File: src/rtl/mux_sel_arbiter.sv
// Two-requester arbiter driving the select of a downstream 2:1 mux, with round-robin tie-break.
// Optional forced release after MAX_HOLD granted cycles when ARB_TIMEOUT_EN is defined.
module mux_sel_arbiter #(
    parameter int unsigned MAX_HOLD = 15
) (
    input  logic clk_in,
    input  logic rstn_in,
    input  logic req_a_in,
    input  logic req_b_in,
    input  logic done_in,
    output logic sel_out,
    output logic grant_a_out,
    output logic grant_b_out,
    output logic busy_out,
    output logic timeout_out
);

    // state | meaning
    // IDLE  | no grant held; sel_out keeps the last granted side
    // GNT_A | requester A owns the mux path (sel_out = 0)
    // GNT_B | requester B owns the mux path (sel_out = 1)
    typedef enum logic [1:0] {
        IDLE  = 2'b00,
        GNT_A = 2'b01,
        GNT_B = 2'b10
    } state_t;

    state_t state_q;
    state_t state_d;
    logic   last_b_q;
    logic   last_b_d;
    logic   sel_d;
    logic   timeout_d;
    logic   owner_req;
    logic   other_req;
    logic   normal_release;
    logic   forced_release;
    logic   release_now;
    logic   grant_entry;

    if (MAX_HOLD < 2 || MAX_HOLD > 255) begin : g_bad_hold
        $error("mux_sel_arbiter: MAX_HOLD must be within 2..255");
    end

`ifdef ARB_TIMEOUT_EN
    localparam logic [7:0] HOLD_LAST = 8'(MAX_HOLD - 1);

    logic [7:0] hold_cnt_q;
    logic [7:0] hold_cnt_d;

    // Counter value k means the owner is in its (k+1)-th granted cycle.
    assign forced_release = (state_q != IDLE) && (hold_cnt_q == HOLD_LAST);

    always_comb begin
        hold_cnt_d = hold_cnt_q;
        if (state_d == IDLE || grant_entry) begin
            hold_cnt_d = 8'd0;
        end else begin
            hold_cnt_d = hold_cnt_q + 8'd1;
        end
    end

    always_ff @(posedge clk_in) begin
        if (!rstn_in) begin
            hold_cnt_q <= 8'd0;
        end else begin
            hold_cnt_q <= hold_cnt_d;
        end
    end
`else
    assign forced_release = 1'b0;
`endif

    assign owner_req      = (state_q == GNT_B) ? req_b_in : req_a_in;
    assign other_req      = (state_q == GNT_B) ? req_a_in : req_b_in;
    assign normal_release = done_in || !owner_req;
    assign release_now    = (state_q != IDLE) && (normal_release || forced_release);

    always_comb begin
        state_d   = state_q;
        timeout_d = 1'b0;
        case (state_q)
            IDLE: begin
                if (req_a_in && req_b_in) begin
                    state_d = last_b_q ? GNT_A : GNT_B;
                end else if (req_a_in) begin
                    state_d = GNT_A;
                end else if (req_b_in) begin
                    state_d = GNT_B;
                end
            end
            GNT_A: begin
                if (release_now) begin
                    if (req_b_in) begin
                        state_d = GNT_B;
                    end else if (req_a_in) begin
                        state_d = GNT_A;
                    end else begin
                        state_d = IDLE;
                    end
                    timeout_d = forced_release && !normal_release;
                end
            end
            GNT_B: begin
                if (release_now) begin
                    if (req_a_in) begin
                        state_d = GNT_A;
                    end else if (req_b_in) begin
                        state_d = GNT_B;
                    end else begin
                        state_d = IDLE;
                    end
                    timeout_d = forced_release && !normal_release;
                end
            end
            default: state_d = IDLE;
        endcase
    end

    // A re-grant of the same side after a release counts as a fresh entry.
    assign grant_entry = (state_d != IDLE) && ((state_q == IDLE) || release_now);

    always_comb begin
        last_b_d = last_b_q;
        sel_d    = sel_out;
        if (grant_entry) begin
            last_b_d = (state_d == GNT_B);
        end
        if (state_d == GNT_A) begin
            sel_d = 1'b0;
        end else if (state_d == GNT_B) begin
            sel_d = 1'b1;
        end
    end

    // other_req only matters through the explicit per-state branches above.
    logic unused_other_req;
    assign unused_other_req = other_req;

    always_ff @(posedge clk_in) begin
        if (!rstn_in) begin
            state_q     <= IDLE;
            last_b_q    <= 1'b1;
            sel_out     <= 1'b0;
            grant_a_out <= 1'b0;
            grant_b_out <= 1'b0;
            busy_out    <= 1'b0;
            timeout_out <= 1'b0;
        end else begin
            state_q     <= state_d;
            last_b_q    <= last_b_d;
            sel_out     <= sel_d;
            grant_a_out <= (state_d == GNT_A);
            grant_b_out <= (state_d == GNT_B);
            busy_out    <= (state_d != IDLE);
            timeout_out <= timeout_d;
        end
    end

endmodule

File: config.mk
export PLATFORM = sky130hd
export DESIGN_NAME = mux_sel_arbiter
export DESIGN_NICKNAME = d
export VERILOG_FILES = /design/src/rtl/mux_sel_arbiter.sv
export SDC_FILE = /design/constraint.sdc
export NUM_CORES = 1
export LEC_CHECK = 0
export BUFFER_PORTS_ARGS = -buffer_cell sky130_fd_sc_hd__buf_2
export CAP_MARGIN = 25
export CELL_PAD_IN_SITES_DETAIL_PLACEMENT = 0
export CELL_PAD_IN_SITES_GLOBAL_PLACEMENT = 1
export CORE_AREA = 3 3 40 42
export CTS_CLUSTER_SIZE = 40
export DETAILED_ROUTE_END_ITERATION = 6
export DIE_AREA = 0 0 43 45
export PLACE_DENSITY_LB_ADDON = 0.1
export SLEW_MARGIN = 20
export SYNTH_ARGS = -nofsm -noshare
export SYNTH_HDL_FRONTEND = slang
export SYNTH_SLANG_ARGS = --single-unit
File: constraint.sdc
create_clock -name clk_in -period 1.31 [get_ports clk_in]
set_input_delay 0.0655 -clock clk_in [delete_from_list [all_inputs] [get_ports clk_in]]
set_output_delay 0.0655 -clock clk_in [all_outputs]
set_load 0.005 [all_outputs]
Yosys cells after proc, flatten, opt, wreduce, memory -nomap -nowiden
Index checks and enable logic that the tools add are counted.

storage, ports and cells
  RAM bits = 0
  bits in read-only memories = 0
  latch bits = 0
  bits in registers = 7
  memories kept = 0

cells by class
  mux-type cells = 12
  equal/unequal tests = 4
  add/sub/neg operators = 0
  bitwise gates (word level) = 1
  shift-type cells = 0
  order comparisons = 0
  reduce and logical (&&, ||, !) cells = 10
  divide/modulo/power cells = 0
  multipliers = 0

operator list
  cell                                                                    count
  2-bit 2-to-1 mux                                                        9
  2-bit case mux with 3 select lines                                      1
  2-bit by 1-bit equality test with 1-bit output (second input constant)  2
  2-bit equality test (second input constant)                             2
  2-bit nonzero test                                                      2
  1-bit logical AND                                                       3
  2-bit logical NOT                                                       1
  1-bit logical OR                                                        2
  1-bit 2-to-1 mux                                                        2
  2-bit OR reduction                                                      1
  1-bit logical NOT                                                       1
  1-bit inverter                                                          1

Depth between registers and ports, before layout
  depth in word-level cells = 9
  mapped depth = 5
  depth with buffers taken out = 4

Least setup slack after synthesis
Ideal clock, no wire load.

  path type = register to register
  from = register state_q[1]
  to = register busy_out
  setup slack = 167 ps
  library setup time = 115 ps
  cell stages (with the launch flop) = 6
  data required time = 1195 ps
  clock period less this slack = 1143 ps
  data arrival time = 1028 ps
  cell sequence = dfxtp_1 buf_6 nor4b_4 a31oi_1 o2111a_1 o21a_1

between the ends
  word-level cells in the longest chain between the ends = 8
  elaborated cells between the ends (all ways) = 15
  classes of those cells = eq/ne (2); mux (7); reduce/logical (6)

RTL lines
  element                               line     text
  start, declared                       28       state_t state_q;
  start signal, assigned                150      state_q <= state_d;
  2-bit equality test                   74, 82
  1-bit 2-to-1 mux                      74       assign owner_req = (state_q == GNT_B) ? req_b_in : req_a_in;
  1-bit logical NOT                     76       assign normal_release = done_in || !owner_req;
  1-bit logical OR                      76
  1-bit logical AND                     77       assign release_now = (state_q != IDLE) && (normal_release || forced_release);
  2-bit 2-to-1 mux (on tied branches)   105, 93
  2-bit case mux with 3 select lines *  82       case (state_q)
  2-bit nonzero test *                  155      busy_out <= (state_d != IDLE);
  end signal, assigned                  155
  end, declared                         14       output logic busy_out,

Every way passes the cells marked *; elsewhere a longest branch is shown, timed or not.
A chain may end at the register's enable or synchronous reset.

Final worst setup path
Ends and elaborated chain as after synthesis.

==> run summary <==
#FFs+latches synth = 7
IO Pins = 10
Seq/Total Area, Yosys = 36.4%
Detail Route Antenna Nets = 0
1st-iter DRT viols = 6
power per cell area = 1190 mW/mm²
Netlist Area Pre-Place = 385 µm²
worst path arrival time = 1.34 ns
RSZ-0062 raised after global routing = false
share of layout cells above drive strength 1 = 36.0%
Routed WL = 698 µm
Syn Area/Cell = 9.18 µm²
Die Wd = 43 µm
TritonRoute pass-1 iters = 4
clock skew = 0.00509 ns
Synth cell types = 22
Worst path max stage delay = 0.38 ns
fin crit share = 91.3%
CTS H-tree lvls = 1
post-cts gate resize count = 1
Critical Path Fanout Max = 9
number of global-route vias before repair = 241
Critical Path Slowest Stage Cell = dfxtp_2
PortBufs = 8
Non-Filler Instances = 65
Max Clk Rate = 836 MHz
endpoint type of the worst setup path = flop
setup TNS = 0 ns
WHS Path Cells = 2
clk_lat worst skew = 0.25 ns
fin. max-slew vios = 0
pin count of the biggest net entering global routing = 10
cells on worst reg2reg path = 4
Num CTS Buffers = 3
CTS Sinks = 7
CORE AREA = 0.00128 mm²
clock-pin slew on the worst setup and hold paths = 0.05 ns
WS Path Type = reg2reg
hpwl dp = 537 µm
Critical Path Stages = 4
worst endpoint required time = 1.45 ns
Vias = 299
FP Rows = 13
Total Routing Usage GR = 7.25%
Wirelength per Cell = 10.7 µm
fin crit period = 1.20 ns
CTS tree = built
die area = 0.00194 mm²
Worst path top cell family by delay = compound AO/OA/AOI/OAI gates
Vias/cell = 4.60
endpoints failing hold = 0
CP Buf/Inv Count = 0
initial antenna violation count = 0
starting density of the core = 30.0%
CP cell instances = nor4b_4 -> a31oi_1 -> o2111a_1 -> o21a_1
Max clock buf depth = 2
DRC violations left = 0
RD Place Congestion = 0.694
Cells after Synth = 42
Area Growth Syn to Fin = 14.6%
n_diodes = 0
run status = complete, no violations
startpoint types = flop
global route overflow = 0
Yosys Warn Count = 0
worst hold path class = in2reg
Worst VDD drop = 503 µV
dpl cells = 61
CTS root buffer = clkbuf_4
leak pwr = 0.201 nW
# setup viols final = 0
setup bufs post-CTS = 0
max cap viols = 0
Nets = 56
hold_buf cts = 0
chip height = 45 µm
Synthesized Nets = 47
first-pass GRT wire length = 993 µm
## sequential cells by signal, indices dropped and copies added (netlist names)
register	count
state_q	2
busy_out	1
grant_a_out	1
grant_b_out	1
last_b_q	1
sel_out	1
## metal layers
metal	GRT usage (%)	share of wire, %
met1	8.70	49
met2	10.5	44
met5	0	0
met4	1.81	0
met3	5.18	7.2
## cells in the mapped netlist
cell type / instances / area (µm²)
a21oi_1: 4 / 20.0
a311oi_2: 1 / 15.0
a31oi_1: 1 / 6.26
and2_1: 4 / 25.0
buf_2: 1 / 5.00
buf_4: 3 / 22.5
buf_6: 1 / 11.3
conb_1: 1 / 3.75
dfxtp_1: 7 / 140
inv_1: 1 / 3.75
nand2_1: 5 / 18.8
nand2_4: 1 / 11.3
nand2b_1: 1 / 6.26
nand3_1: 1 / 5.00
nor4b_4: 1 / 23.8
o2111a_1: 1 / 11.3
o2111ai_1: 1 / 8.76
o211a_1: 1 / 10.0
o21a_1: 1 / 7.51
o21ai_0: 3 / 15.0
o32ai_1: 1 / 8.76
or2_2: 1 / 6.26
## stage by stage
step | area [µm²] | util, % | hold WS [ns] | total power [mW] | setup slack [ns]
after global placement | 413 | 32.1 | 0.296 | 0.337 | 0.0571
after global routing | 442 | 34.4 | 0.0511 | 0.550 | 0.0372
after floorplan | 385 | - | 0.137 | 0.317 | 0.167
after detailed placement | 413 | 32.1 | 0.303 | 0.338 | 0.0138
after CTS | 440 | 34.3 | 0.0445 | 0.531 | 0.0654
final | 442 | 34.4 | 0.0480 | 0.527 | 0.114
## cells by family after synthesis
family	count (synthesis)	synth area share, %
flops	7	36.4
other cells	1	0.973
compound gates	14	26.6
simple gates	14	25.0
buf+inv	6	11.0
## cell type report
cell class	count	area (µm²)
inverters	1	3.75
multi-input cells	29	203
clock buffers	4	26.3
flip-flops and latches	7	143
repair buffers	9	47.5
fillers	135	843
well taps	15	18.8
## final timing paths
| path | start | endpoint | slack (ns) |
|---|---|---|---|
| setup / recovery | state_q[1]$_SDFF_PN0_ | busy_out$_SDFF_PN0_ | 0.11 |
| hold / removal | rstn_in | last_b_q$_SDFFE_PN1P_ | 0.05 |
| setup reg to reg | state_q[1]$_SDFF_PN0_ | busy_out$_SDFF_PN0_ | 0.11 |
| hold reg to reg | sel_out$_SDFFE_PP0N_ | sel_out$_SDFFE_PP0N_ | 0.50 |
## cell usage in the layout (no fill, tap or decap), drive strengths merged
master / instances
o21a: 1
inv: 1
or2: 1
o21ai: 3
dfxtp: 7
a31oi: 1
conb: 1
o2111a: 1
a21oi: 4
nand2: 6
o32ai: 1
a311oi: 1
buf: 9
o2111ai: 1
o211a: 1
nand2b: 1
clkbuf: 4
nand3: 1
nor4b: 1
and2: 4
## power by group
part	switching [mW]	internal, mW	total, mW	leakage (nW)
registers	0.0187	0.231	0.250	0.0587
logic	0.0404	0.0432	0.0836	0.127
clock network	0.0776	0.116	0.194	0.0150
(Power assumes the default switching activity.)
